`src/rtl/qspi_pkg.sv`:
```
// Shared types and constants for the QSPI flash arbiter.
// QSPI_XIP_CONT_EN selects continuous-read mode in the top level.
package qspi_pkg;

    typedef enum logic [2:0] {
        IDLE,
        CMD,
        ADDR,
        MODE,
        DUMMY,
        DATA,
        DONE
    } state_t;

    localparam logic [7:0] QSPI_CMD_QREAD = 8'hEB;
    localparam logic [7:0] MODE_NORM     = 8'hF0;
    localparam logic [7:0] MODE_CONT     = 8'hA0;

    localparam logic [7:0] CMD_CYC  = 8'd8;
    localparam logic [7:0] ADDR_CYC = 8'd6;
    localparam logic [7:0] MODE_CYC = 8'd2;
    localparam logic [7:0] DATA_CYC = 8'd8;

    function automatic state_t next_phase(input state_t s);
        state_t n;
        unique case (s)
            CMD:     n = ADDR;
            ADDR:    n = MODE;
            MODE:    n = DUMMY;
            DUMMY:   n = DATA;
            DATA:    n = DONE;
            default: n = IDLE;
        endcase
        return n;
    endfunction

endpackage

```
`src/rtl/qspi_sck_gen.sv`:
```
// SPI mode-0 clock generator: CLK_DIV clk cycles per half-period,
// with one-cycle strobes on the clk edge where sck rises or falls.
module qspi_sck_gen #(
    parameter int CLK_DIV = 1
) (
    input  logic clk_i,
    input  logic reset_i,
    input  logic en_i,
    output logic sck_o,
    output logic rise_o,
    output logic fall_o
);

    localparam int PW = (CLK_DIV > 1) ? $clog2(CLK_DIV) : 1;

    logic [PW-1:0] ph_q, ph_d;
    logic          sck_q, sck_d;
    logic          last;

    assign last   = (ph_q == PW'(CLK_DIV - 1));
    assign rise_o = en_i & last & ~sck_q;
    assign fall_o = en_i & last & sck_q;
    assign sck_o  = sck_q;

    always_comb begin
        ph_d  = ph_q;
        sck_d = sck_q;
        if (!en_i) begin
            ph_d  = '0;
            sck_d = 1'b0;
        end else if (last) begin
            ph_d  = '0;
            sck_d = ~sck_q;
        end else begin
            ph_d = ph_q + PW'(1);
        end
    end

    always_ff @(posedge clk_i) begin
        if (reset_i) begin
            ph_q  <= '0;
            sck_q <= 1'b0;
        end else begin
            ph_q  <= ph_d;
            sck_q <= sck_d;
        end
    end

endmodule

```
`src/rtl/qspi_flash_arb.sv`:
```
// Two-port round-robin arbiter issuing 0xEB quad-I/O reads to one flash.
// Define QSPI_XIP_CONT_EN to keep the flash in continuous-read mode.
module qspi_flash_arb
    import qspi_pkg::*;
#(
    parameter int CLK_DIV   = 1,
    parameter int DUMMY_CYC = 4,
    parameter int CSH_CYC   = 2
) (
    input  logic        clk,
    input  logic        reset,
    input  logic        req0_valid,
    input  logic [23:0] req0_addr,
    output logic        req0_ready,
    output logic [31:0] req0_rdata,
    input  logic        req1_valid,
    input  logic [23:0] req1_addr,
    output logic        req1_ready,
    output logic [31:0] req1_rdata,
    output logic        qspi_sck,
    output logic        qspi_cs_n,
    output logic [3:0]  qspi_dq_o,
    output logic [3:0]  qspi_dq_oe,
    input  logic [3:0]  qspi_dq_i
);

`ifdef QSPI_XIP_CONT_EN
    localparam logic [7:0] MODE_BYTE = MODE_CONT;
    localparam logic       CONT_EN   = 1'b1;
`else
    localparam logic [7:0] MODE_BYTE = MODE_NORM;
    localparam logic       CONT_EN   = 1'b0;
`endif
    localparam int CSH = (CSH_CYC < 1) ? 1 : CSH_CYC;

    state_t      state_q, state_d;
    logic [7:0]  cnt_q, cnt_d, len;
    logic        grant_q, grant_d, rr_q, rr_d, cont_q, cont_d;
    logic        ready0_q, ready0_d, ready1_q, ready1_d;
    logic [23:0] addr_q, addr_d;
    logic [31:0] data_q, data_d;
    logic [31:0] rdata0_q, rdata0_d, rdata1_q, rdata1_d;
    logic        sck_en, sck_rise, sck_fall, g;
    logic [4:0]  aidx, didx;

    assign sck_en = (state_q != IDLE) && (state_q != DONE);
    assign g      = (req0_valid && req1_valid) ? rr_q : req1_valid;
    assign aidx   = 5'd20 - {cnt_q[2:0], 2'b00};
    assign didx   = {cnt_q[2:1], ~cnt_q[0], 2'b00};

    qspi_sck_gen #(
        .CLK_DIV(CLK_DIV)
    ) u_sck (
        .clk_i  (clk),
        .reset_i(reset),
        .en_i   (sck_en),
        .sck_o  (qspi_sck),
        .rise_o (sck_rise),
        .fall_o (sck_fall)
    );

    always_comb begin
        unique case (state_q)
            CMD:     len = CMD_CYC;
            ADDR:    len = ADDR_CYC;
            MODE:    len = MODE_CYC;
            DUMMY:   len = 8'(DUMMY_CYC);
            DATA:    len = DATA_CYC;
            default: len = 8'(CSH);
        endcase
    end

    always_comb begin
        state_d  = state_q;
        cnt_d    = cnt_q;
        grant_d  = grant_q;
        rr_d     = rr_q;
        cont_d   = cont_q;
        addr_d   = addr_q;
        data_d   = data_q;
        rdata0_d = rdata0_q;
        rdata1_d = rdata1_q;
        ready0_d = 1'b0;
        ready1_d = 1'b0;
        unique case (state_q)
            IDLE: begin
                if (req0_valid || req1_valid) begin
                    grant_d = g;
                    addr_d  = {(g ? req1_addr[23:2] : req0_addr[23:2]), 2'b00};
                    // Pointer only moves on contended grants.
                    if (req0_valid && req1_valid) rr_d = ~g;
                    state_d = cont_q ? ADDR : CMD;
                    cnt_d   = '0;
                end
            end
            CMD, ADDR, MODE, DUMMY, DATA: begin
                if (sck_rise && state_q == DATA) data_d[didx +: 4] = qspi_dq_i;
                if (sck_fall) begin
                    if (cnt_q == len - 8'd1) begin
                        cnt_d   = '0;
                        state_d = next_phase(state_q);
                        if (state_q == DATA) begin
                            ready0_d = ~grant_q;
                            ready1_d = grant_q;
                            if (grant_q) rdata1_d = data_q;
                            else         rdata0_d = data_q;
                            cont_d = CONT_EN;
                        end
                    end else begin
                        cnt_d = cnt_q + 8'd1;
                    end
                end
            end
            default: begin
                if (cnt_q >= len - 8'd1) begin
                    cnt_d   = '0;
                    state_d = IDLE;
                end else begin
                    cnt_d = cnt_q + 8'd1;
                end
            end
        endcase
    end

    always_comb begin
        qspi_dq_o  = 4'h0;
        qspi_dq_oe = 4'h0;
        unique case (state_q)
            CMD: begin
                qspi_dq_o  = {3'b000, QSPI_CMD_QREAD[3'd7 - cnt_q[2:0]]};
                qspi_dq_oe = 4'b0001;
            end
            ADDR: begin
                qspi_dq_o  = addr_q[aidx +: 4];
                qspi_dq_oe = 4'b1111;
            end
            MODE: begin
                qspi_dq_o  = cnt_q[0] ? MODE_BYTE[3:0] : MODE_BYTE[7:4];
                qspi_dq_oe = 4'b1111;
            end
            default: ;
        endcase
    end

    assign qspi_cs_n  = (state_q == IDLE) || (state_q == DONE);
    assign req0_ready = ready0_q;
    assign req1_ready = ready1_q;
    assign req0_rdata = rdata0_q;
    assign req1_rdata = rdata1_q;

    always_ff @(posedge clk) begin
        if (reset) begin
            state_q  <= IDLE;
            cnt_q    <= '0;
            grant_q  <= 1'b0;
            rr_q     <= 1'b0;
            cont_q   <= 1'b0;
            addr_q   <= '0;
            data_q   <= '0;
            rdata0_q <= '0;
            rdata1_q <= '0;
            ready0_q <= 1'b0;
            ready1_q <= 1'b0;
        end else begin
            state_q  <= state_d;
            cnt_q    <= cnt_d;
            grant_q  <= grant_d;
            rr_q     <= rr_d;
            cont_q   <= cont_d;
            addr_q   <= addr_d;
            data_q   <= data_d;
            rdata0_q <= rdata0_d;
            rdata1_q <= rdata1_d;
            ready0_q <= ready0_d;
            ready1_q <= ready1_d;
        end
    end

endmodule

```
`config.mk`:
```
export PLATFORM = sky130hd
export DESIGN_NAME = qspi_flash_arb
export DESIGN_NICKNAME = d
export VERILOG_FILES = /design/src/rtl/qspi_pkg.sv /design/src/rtl/qspi_sck_gen.sv /design/src/rtl/qspi_flash_arb.sv
export SDC_FILE = /design/constraint.sdc
export NUM_CORES = 1
export LEC_CHECK = 0
export ABC_AREA = 0
export BUFFER_PORTS_ARGS = -buffer_cell sky130_fd_sc_hd__buf_2
export CORE_ASPECT_RATIO = 0.5
export CORE_MARGIN = 5
export CORE_UTILIZATION = 54
export CTS_CLUSTER_DIAMETER = 40
export DETAILED_ROUTE_END_ITERATION = 7
export GPL_TIMING_DRIVEN = 0
export PLACE_DENSITY = 0.8
export SKIP_LAST_GASP = 1
export SLEW_MARGIN = 20
export SYNTH_ARGS = -nofsm -noshare
export SYNTH_HDL_FRONTEND = slang
export SYNTH_SLANG_ARGS = --single-unit
```
`constraint.sdc`:
```
create_clock -name clk -period 3.4 [get_ports clk]
set_input_delay 0.17 -clock clk [delete_from_list [all_inputs] [get_ports clk]]
set_output_delay 0.17 -clock clk [all_outputs]
set_load 0.01 [all_outputs]
```
Word-level counts from Yosys, hierarchy flattened:

Memory sizes are Yosys's and may differ from the RTL's.
Index checks and enable logic that the tools add are counted.

* flip-flop bits (word level): 135
* ROM bits: 8
* bits of input ports: 56
* output and inout port bits: 76
* memories: 1

Memories
* (name not given): words 8, width 1, rd ports 1, clocked after memory_dff 0, wr ports 0, line qspi_flash_arb.sv:130 `qspi_dq_o = {3'b000, QSPI_CMD_QREAD[3'd7 - cnt_q[2:0]]};`

* add/subtract/negate cells: 6
* $lt $le $gt $ge: 2
* eq/ne operators: 11
* shifts and indexed selects: 3
* mux-type cells: 19
* bitwise logic cells: 13
* reductions and logical operators: 21

Operator list (count)
* bitwise mux 32 bit: 1
* two-way mux 8 bit: 4
* variable shift 4 x 7 -> 32 bit, first input constant: 1
* variable part select 4 x 7 -> 32 bit: 1
* one-hot mux 4 bit (3 select lines): 2
* variable part select 24 x 6 -> 4 bit: 1
* two-way mux 22 bit: 1
* one-hot mux 8 bit (2 select lines): 1
* one-hot mux 3 bit (5 select lines): 1
* two-way mux 3 bit: 4
* NOT 1 bit: 10
* AND reduction 5 bit: 2
* OR reduction 5 bit: 2
* equality test 3 bit, second input constant: 3
* adder 8 x 1 -> 8 bit, second input constant: 1
* equality test 8 bit: 1
* >= comparator 8 bit: 1
* one-hot mux 4 bit (2 select lines): 1
* subtractor 8 x 1 -> 8 bit, second input constant: 1
* negator 5 -> 7 bit: 1
* equality test 3 x 2 -> 1 bit, second input constant: 2
* != test 2 bit, second input constant: 3
* one-hot mux 3 bit (2 select lines): 1
* AND reduction 2 bit: 3
* 17 further kinds: 26

Longest topological paths before layout:

Gate-level depths: netlist of run 1.

* depth after elaboration: 8
* gate-level depth with buffers: 14

Hierarchy:

A second synthesis of run 1 with hierarchy kept.

* cells, all modules: 679
* area total of the unflattened synthesis: 5711.7 µm²

By module, submodules not included
* qspi_flash_arb: instances 1, cells an instance 672, area each 5629.1 µm², sequential area each 2662.6 µm²
* qspi_sck_gen: instances 1, cells an instance 7, area each 82.6 µm², sequential area each 40.0 µm²

Worst setup path after synthesis of run 1:

OpenSTA, ideal clock, no wires.

* kind: register to register
* start point: register state_q[2]
* end point: register rdata0_q[10] (netlist: req0_rdata[10])
* arrival: 2.933 ns
* required time: 3.268 ns
* setup slack: 0.335 ns
* cell stages (with the launch flop): 14
* path buffers: 3
* clock period less this slack: 3.065 ns
* cells stage by stage: dfxtp_1 > clkbuf_1 > xor2_1 > nand2b_1 > ha_1 > xnor2_1 > ha_1 > nand4_1 > or4_4 > or3_1 > buf_2 > buf_6 > nand2_1 > a21oi_1

* word-level cells in the longest chain between the ends: 6
* elaborated cells on any way between the ends: 16

Ends and longest elaborated chain
* from (decl): line qspi_flash_arb.sv:36 `state_t state_q, state_d;`
* from (signal assigned): line qspi_flash_arb.sv:165 `state_q <= state_d;`
* equality test 3 bit or equality test 3 x 1 -> 1 bit (tied branches): line qspi_flash_arb.sv:63, qspi_flash_arb.sv:85, qspi_flash_arb.sv:102
* OR reduction 2 bit (no line)
* one-hot mux 4 bit (3 select lines): line qspi_flash_arb.sv:63 `unique case (state_q)`
* subtractor 8 x 1 -> 8 bit: line qspi_flash_arb.sv:99 `if (cnt_q == len - 8'd1) begin`
* equality test 8 bit: line qspi_flash_arb.sv:99
* AND reduction 5 bit (no line) *
* to (signal assigned): line qspi_flash_arb.sv:172 `rdata0_q <= rdata0_d;`
* to (decl): line qspi_flash_arb.sv:42 `logic [31:0] rdata0_q, rdata0_d, rdata1_q, rdata1_d;`

Every way passes the cells marked *; elsewhere a longest branch is shown, timed or not.
A chain may end at the register's enable or synchronous reset.

Worst setup path in the final report of run 1:

* start point: register state_q[2]
* end point: register rdata0_q[13] (netlist: req0_rdata[13])

Same word-level chain as after synthesis.

==> metrics.csv, run 1 <==
metric;value;unit
htreeDepth;4;
ff2ff_path_depth;13;
netlist_instances;705;
vdd_drop_max;0.341;mV
hold_path_startpoint;req1_addr[16];
crit-reg2reg-capture;req0_rdata[13];
routedWlPerCell;15.6;um
route.detailed.drc;0;
synth_cell_type_count;51;
worst_clk_skew;0.00817;ns
worstSetupPathType;reg -> reg;
floorplan.core_area;10800;sq um
layout.core_utilization;0.675;
grt_pass1_wl;25700;um
clock-root-buffer;clkbuf_16;
postSynthAreaPerCell;8.37;sq um
tritoncts;done;
endpoint_kind;flop;
clkLatencyLatePin;0.42;ns
n_antenna_cell;0;
cts_made_buffers;17;
synth_nets;777;
fin_crit;3.25;ns
combined_area_of_all_synthesized_cells;5900;sq um
asr_flop_ratio_synth;0;
antenna_found_initial;0;
worst_ep_required_time;3.68;ns
route.detailed.vias_per_inst;5.49;
design.die.area;13200;sq um
row_count;27;
hold-path-endpoint;addr_q[16];
maxCapViolCount;0;
port_buffers;126;
synth_seq_cells;135;
finish.instance_area;7320;sq um
final.period_utilization;0.955;
number_of_global_route_vias_before_repair;5374;
place.detailed.hpwl;11800;um
post_route_cells_drive_above_1_share;0.218;
vias;5547;
finish.net_count;924;
drt_iter0_markers;379;
synth_enable_flop_cells;0;
die-width;158;um
globalRoute.totalOverflow;0;
pre_cts_slack;-0.170;ns
crit_arrival;3.53;ns
drv_slew;0;
start_util;0.544;
pwr_density_cell;615;nW/um^2
setup.worst_path.start_class;flop;
max_slew_margin;0.529;
top_level_ports;132;
crit_fanout;10;
die_height;83.9;um
hold_path_class;in -> reg;
tightestPinTransition;0.706;ns
timing_hold_violations_final;0;
clock_path_buffers;2;
ant_nets;0;
regToRegSetupSlack;0.15;ns
setup_violations;0;
detailed_place.area;6710;sq um
final.setup.worst_slack;0.151;ns
numClockSinks;135;
cts.clk_slew.worst_paths;0.06;ns
max_freq;308;MHz
ys_seq_area_frac;0.458;
grt_setup_unrepaired;no;
hold_ws;0.0913;ns
yosys_warnings;0;
drt-pass1-iter-count;5;
globalplace.congestion;0.925;
worst_r2r_startpoint;state_q[2];
areaGrowthSynthToFinish;24.1;%
setup_total_negative_slack;0;ns
dominantRegCellSynth;dfxtp_1;
p_leak;0.00320;uW
worst_hold_path.num_cells;3;
largest_net_degree_at_the_start_of_global_routing;17;
post_cts_hold_buffer_count;0;
layout_filler_cell_count;901;
status;complete, no violations;
routed_wl;15700;um
grt_use_total;0.242;
==> state kept, by name, indices dropped and copies added (netlist names) <==
register and cells:
req0_ready 1, cnt_q 8, u_sck.sck_o 1, addr_q 22, req0_rdata 32, rr_q 1, req1_ready 1, grant_q 1
data_q 32, req1_rdata 32, state_q 3, u_sck.ph_q 1
==> worst max-delay path by stage <==
stage	startpoint	end	slack (ns)	depth (start not counted)
6_report	state_q[2]	req0_rdata[13]	0.15	13
4_1_cts	state_q[1]	req0_rdata[13]	0.02	13
5_1_grt	state_q[1]	req0_rdata[13]	0.003	14
2_1_floorplan	state_q[2]	req0_rdata[10]	0.33	13
3_5_place_dp	cnt_q[1]	data_q[6]	-0.17	9
3_3_place_gp	state_q[2]	req1_rdata[31]	-0.07	13
==> report_power, final <==
part | switching (uW) | internal [uW] | leakage [uW] | total, uW
Sequential | 83.3 | 1700 | 0.00110 | 1780
Combinational | 619 | 392 | 0.00184 | 1010
Clock | 728 | 981 | 0.000261 | 1710
==> final cells by class <==
type	instances	area, sq um	area share
tap	145	181	0.0248
timing repair buffer	128	646	0.0882
clock buffer	20	457	0.0624
multi-input combinational	511	2970	0.405
sequential	135	2710	0.369
inverter	13	48.8	0.00666
buffer	46	223	0.0304
clock inverter	12	95.1	0.0130
==> repair_timing <==
action / 4_1_cts / 5_1_grt
setup endpoints to repair: 73 / 75
resized for setup: 7 / 18
pin swaps: 0 / 1
setup buffers: 0 / 2
==> per-stage QoR <==
stage | power [uW] | cells
global placement | 2750 | 976
CTS | 4470 | 1008
detailed placement | 2780 | 976
floorplan | 2500 | 705
global route | 4700 | 1010
finish | 4500 | 1010
==> per-layer routing <==
| layer | track usage | share of wire |
|---|---|---|
| met5 | 0 | 0 |
| met4 | 0.0874 | 0.022 |
| met3 | 0.0585 | 0.079 |
| met2 | 0.391 | 0.46 |
| met1 | 0.315 | 0.43 |
==> layout by cell type, fill, tap and decap left out, drive strengths merged, types with 3 or more instances in the layout <==
cell type / count
buf: 145
a31oi: 3
a221oi: 4
dfxtp: 135
a21oi: 81
and2: 11
nor4: 4
clkinvlp: 4
nor2b: 3
nor2: 65
xor2: 3
and3: 7
inv: 17
a211oi: 22
nand4: 4
o21ai: 13
nand3: 19
nor3: 14
nand2: 155
ha: 16
or4: 3
o2bb2ai: 4
mux2i: 48
mux2: 4
clkbuf: 49
clkinv: 4
==> critical path, stage by stage, from the launching register on <==
cell      delay [ns]
dfxtp_2         0.42
buf_4           0.21
xor2_2          0.16
nand2b_1        0.07
ha_1            0.21
xnor2_1         0.14
ha_1            0.31
nand4_1         0.24
or4_4           0.51
or3_1           0.34
buf_2           0.19
buf_6           0.16
nand2_1         0.08
a21oi_1         0.07
==> cell usage after synthesis (2+ instances only) <==
cell type    n  share of area
ha_1        16          0.034
or4_4        2         0.0038
clkbuf_1    32          0.020
xor2_1       3         0.0045
nand3_1     19          0.016
a31oi_1      3         0.0032
nand2_1    155          0.099
mux2i_1     48          0.081
nor2_1      65          0.041
dfxtp_1    135           0.46
buf_6        3         0.0057
a21o_1       2         0.0025
o21ai_0     12          0.010
o211ai_1     2         0.0025
and3_1       7         0.0074
o2bb2ai_1    4         0.0059
a21oi_1     81          0.069
nor3_1      13          0.011
buf_1        5         0.0032
nor2b_1      3         0.0032
nor4_1       4         0.0042
nand2b_1     2         0.0021
a211oi_1    22          0.028
inv_1       13         0.0083
mux2_2       4         0.0076
buf_4        2         0.0025
a221oi_1     4         0.0059
and4_1       2         0.0030
mux4_2       2         0.0076
buf_2        4         0.0034
nand4b_1     2         0.0030
nand4_1      4         0.0042
or3_1        2         0.0021
and2_1      11          0.012
==> logic make-up after synthesis <==
group,synth area share
muxes,0.0967
DFF,0.458
and+or+nand+nor,0.217
AOI/OAI and AO/OA,0.143
buffers and inverters,0.0435
other,0.000636
xor gates and xnor gates,0.00594
adders and majority gates,0.0356
(Power assumes the default switching activity.)
==> inputs of run 2 (changes only) <==
--- a/config.mk
+++ b/config.mk
@@ -9,3 +9,3 @@
 export BUFFER_PORTS_ARGS = -buffer_cell sky130_fd_sc_hd__buf_2
-export CORE_ASPECT_RATIO = 0.5
+export CORE_ASPECT_RATIO = 1.25
 export CORE_MARGIN = 5
==> constraint.sdc (replaced) <==
create_clock -name clk -period 3.4 [get_ports clk]
set_input_delay 0.51 -clock clk [delete_from_list [all_inputs] [get_ports clk]]
set_output_delay 0.51 -clock clk [all_outputs]
set_load 0.01 [all_outputs]
==> metrics.csv, run 2 (synthesis results as in run 1) <==
metric;value;unit;change
grt_setup_unrepaired;no;;
post_cts_hold_buffer_count;0;;unchanged
post_route_cells_drive_above_1_share;0.220;;+0.00141
routedWlPerCell;16.4;um;+5.1%
hold_path_class;in -> reg;;
start_util;0.553;;+0.00900
route.detailed.vias_per_inst;5.61;;+2.2%
layout.cells.most_common;nand2_1;;
grt_pass1_wl;26400;um;+2.5%
numClockSinks;135;;unchanged
n_antenna_cell;0;;unchanged
setup_violations;0;;unchanged
tritoncts;done;;
crit_fanout;9;;-1
top_level_ports;132;;unchanged
setup_total_negative_slack;0;ns;unchanged
globalRoute.totalOverflow;0;;unchanged
crit_arrival;2.70;ns;-0.83 ns
route.detailed.drc;0;;unchanged
vdd_drop_max;0.350;mV;+2.7%
p_leak;0.00326;uW;+1.8%
cts.clk_slew.worst_paths;0.06;ns;about the same
timing.critical_path.buf_inv;3;;unchanged
die-width;103;um;-34%
layout_filler_cell_count;869;;-3.6%
worstSetupPathType;reg -> out;;
globalplace.congestion;0.957;;+3.4%
floorplan.core_area;10700;sq um;-1.6%
areaGrowthSynthToFinish;25.5;%;
worst_hold_path.num_cells;3;;unchanged
cts_made_buffers;17;;unchanged
clock_path_buffers;2;;unchanged
maxCapViolCount;0;;unchanged
die_height;127;um;+51%
timing.critical_path.cells;clkbuf_1, inv_1, ha_1, nor2_1, a221oi_1, o2bb2ai_1, and2_1, buf_2;;
cp.depth;8;;-5
fin_crit;3.21;ns;-0.0379 ns
worst_clk_skew;0.00791;ns;-0.000260 ns
pre_cts_slack;-0.160;ns;+0.00977 ns
clock-root-buffer;clkbuf_16;;
number_of_global_route_vias_before_repair;5720;;+6.4%
grt_use_total;0.254;;+0.0119
ff2ff_path_depth;13;;unchanged
row_count;42;;+56%
drt-pass1-iter-count;5;;unchanged
routed_wl;16300;um;+3.6%
finish.net_count;924;;unchanged
max_slew_margin;0.485;;-0.0442
final.period_utilization;0.944;;-0.0111
port_buffers;126;;unchanged
ant_nets;0;;unchanged
setup.worst_path.start_class;flop;;
vias;5588;;+0.74%
final_cell_mix;nand2_1 (155), dfxtp_1 (133), buf_2 (131);;
max_freq;311;MHz;+1.2%
drt_iter0_markers;362;;-4.5%
final.setup.worst_slack;0.189;ns;+0.0379 ns
htreeDepth;4;;unchanged
clkLatencyLatePin;0.41;ns;about the same
timing_hold_violations_final;0;;unchanged
biggest_cell_delay_along_the_critical_path;0.47;ns;-0.04 ns
design.die.area;13100;sq um;-0.86%
pwr_density_cell;649;nW/um^2;+5.7%
endpoint_kind;output pin;;
worst_ep_required_time;2.89;ns;-0.79 ns
crit_family;buffers and inverters;;
tightestPinTransition;0.773;ns;+0.0664 ns
status;complete, no violations;;
critical_path.slowest_cell;dfxtp_1;;
largest_net_degree_at_the_start_of_global_routing;17;;unchanged
drv_slew;0;;unchanged
antenna_found_initial;0;;unchanged
place.detailed.hpwl;12200;um;+3.3%
## run 2: cell count changes in the layout (fill, tap and decap cells not counted), sizes merged
cell and change:
clkinvlp -3, bufinv +4, inv -3, clkbuf +1
## run 2: what timing repair did
item / 4_1_cts / 5_1_grt
gates cloned: 0 / 0
endpoints found under the hold margin: 0 / 0
pin swaps: 0 / 1
setup endpoints to repair: 66 / 77
gates resized for setup: 7 / 19
buffers inserted: 0 / 2
## run 2: metal layers
layer	track usage	up-vias	routed length, um
li1	-	2721	-
met1	0.290	2566	6280
met2	0.433	243	8090
met3	0.0566	58	1190
met4	0.130	0	745
met5	0	-	0
## run 2: tightest hold or removal path: stages
cell and delay [ns]:
buf_2 0.14, nand3_1 0.08, a21oi_1 0.06
## run 2: metrics by stage
stage	area, sq um	util	cells	hold slack [ns]	power (uW)
floorplan	5900	-	705	0.444	2500
detailed placement	6700	0.628	963	0.444	2800
global placement	6700	0.628	963	0.442	2760
finish	7410	0.694	996	0.427	4810
global route	7410	0.694	996	0.424	5020
CTS	7360	0.690	994	0.410	4780
## run 2: worst paths after layout
path / from / to / slack, ns
setup / recovery: cnt_q[1] / qspi_dq_o[0] / 0.19
hold / removal: qspi_dq_i[1] / data_q[17] / 0.43
setup reg to reg: state_q[2] / req0_rdata[30] / 0.25
hold reg to reg: req1_rdata[14] / req1_rdata[14] / 0.45
## run 2: cell type report
class / count / area [sq um] / area share
inverters: 13 / 48.8 / 0.00659
clock inverters: 10 / 168 / 0.0226
plain buffers: 46 / 221 / 0.0299
well taps: 132 / 165 / 0.0223
multi-input cells: 511 / 2970 / 0.401
flip-flops and latches: 135 / 2710 / 0.366
repair buffers: 128 / 646 / 0.0872
clock buffers: 21 / 480 / 0.0649
## run 2: report_power, final
group | leakage, uW | internal, uW | switching (uW)
registers | 0.00110 | 1700 | 89.0
clock network | 0.000316 | 1310 | 684
logic | 0.00185 | 393 | 640
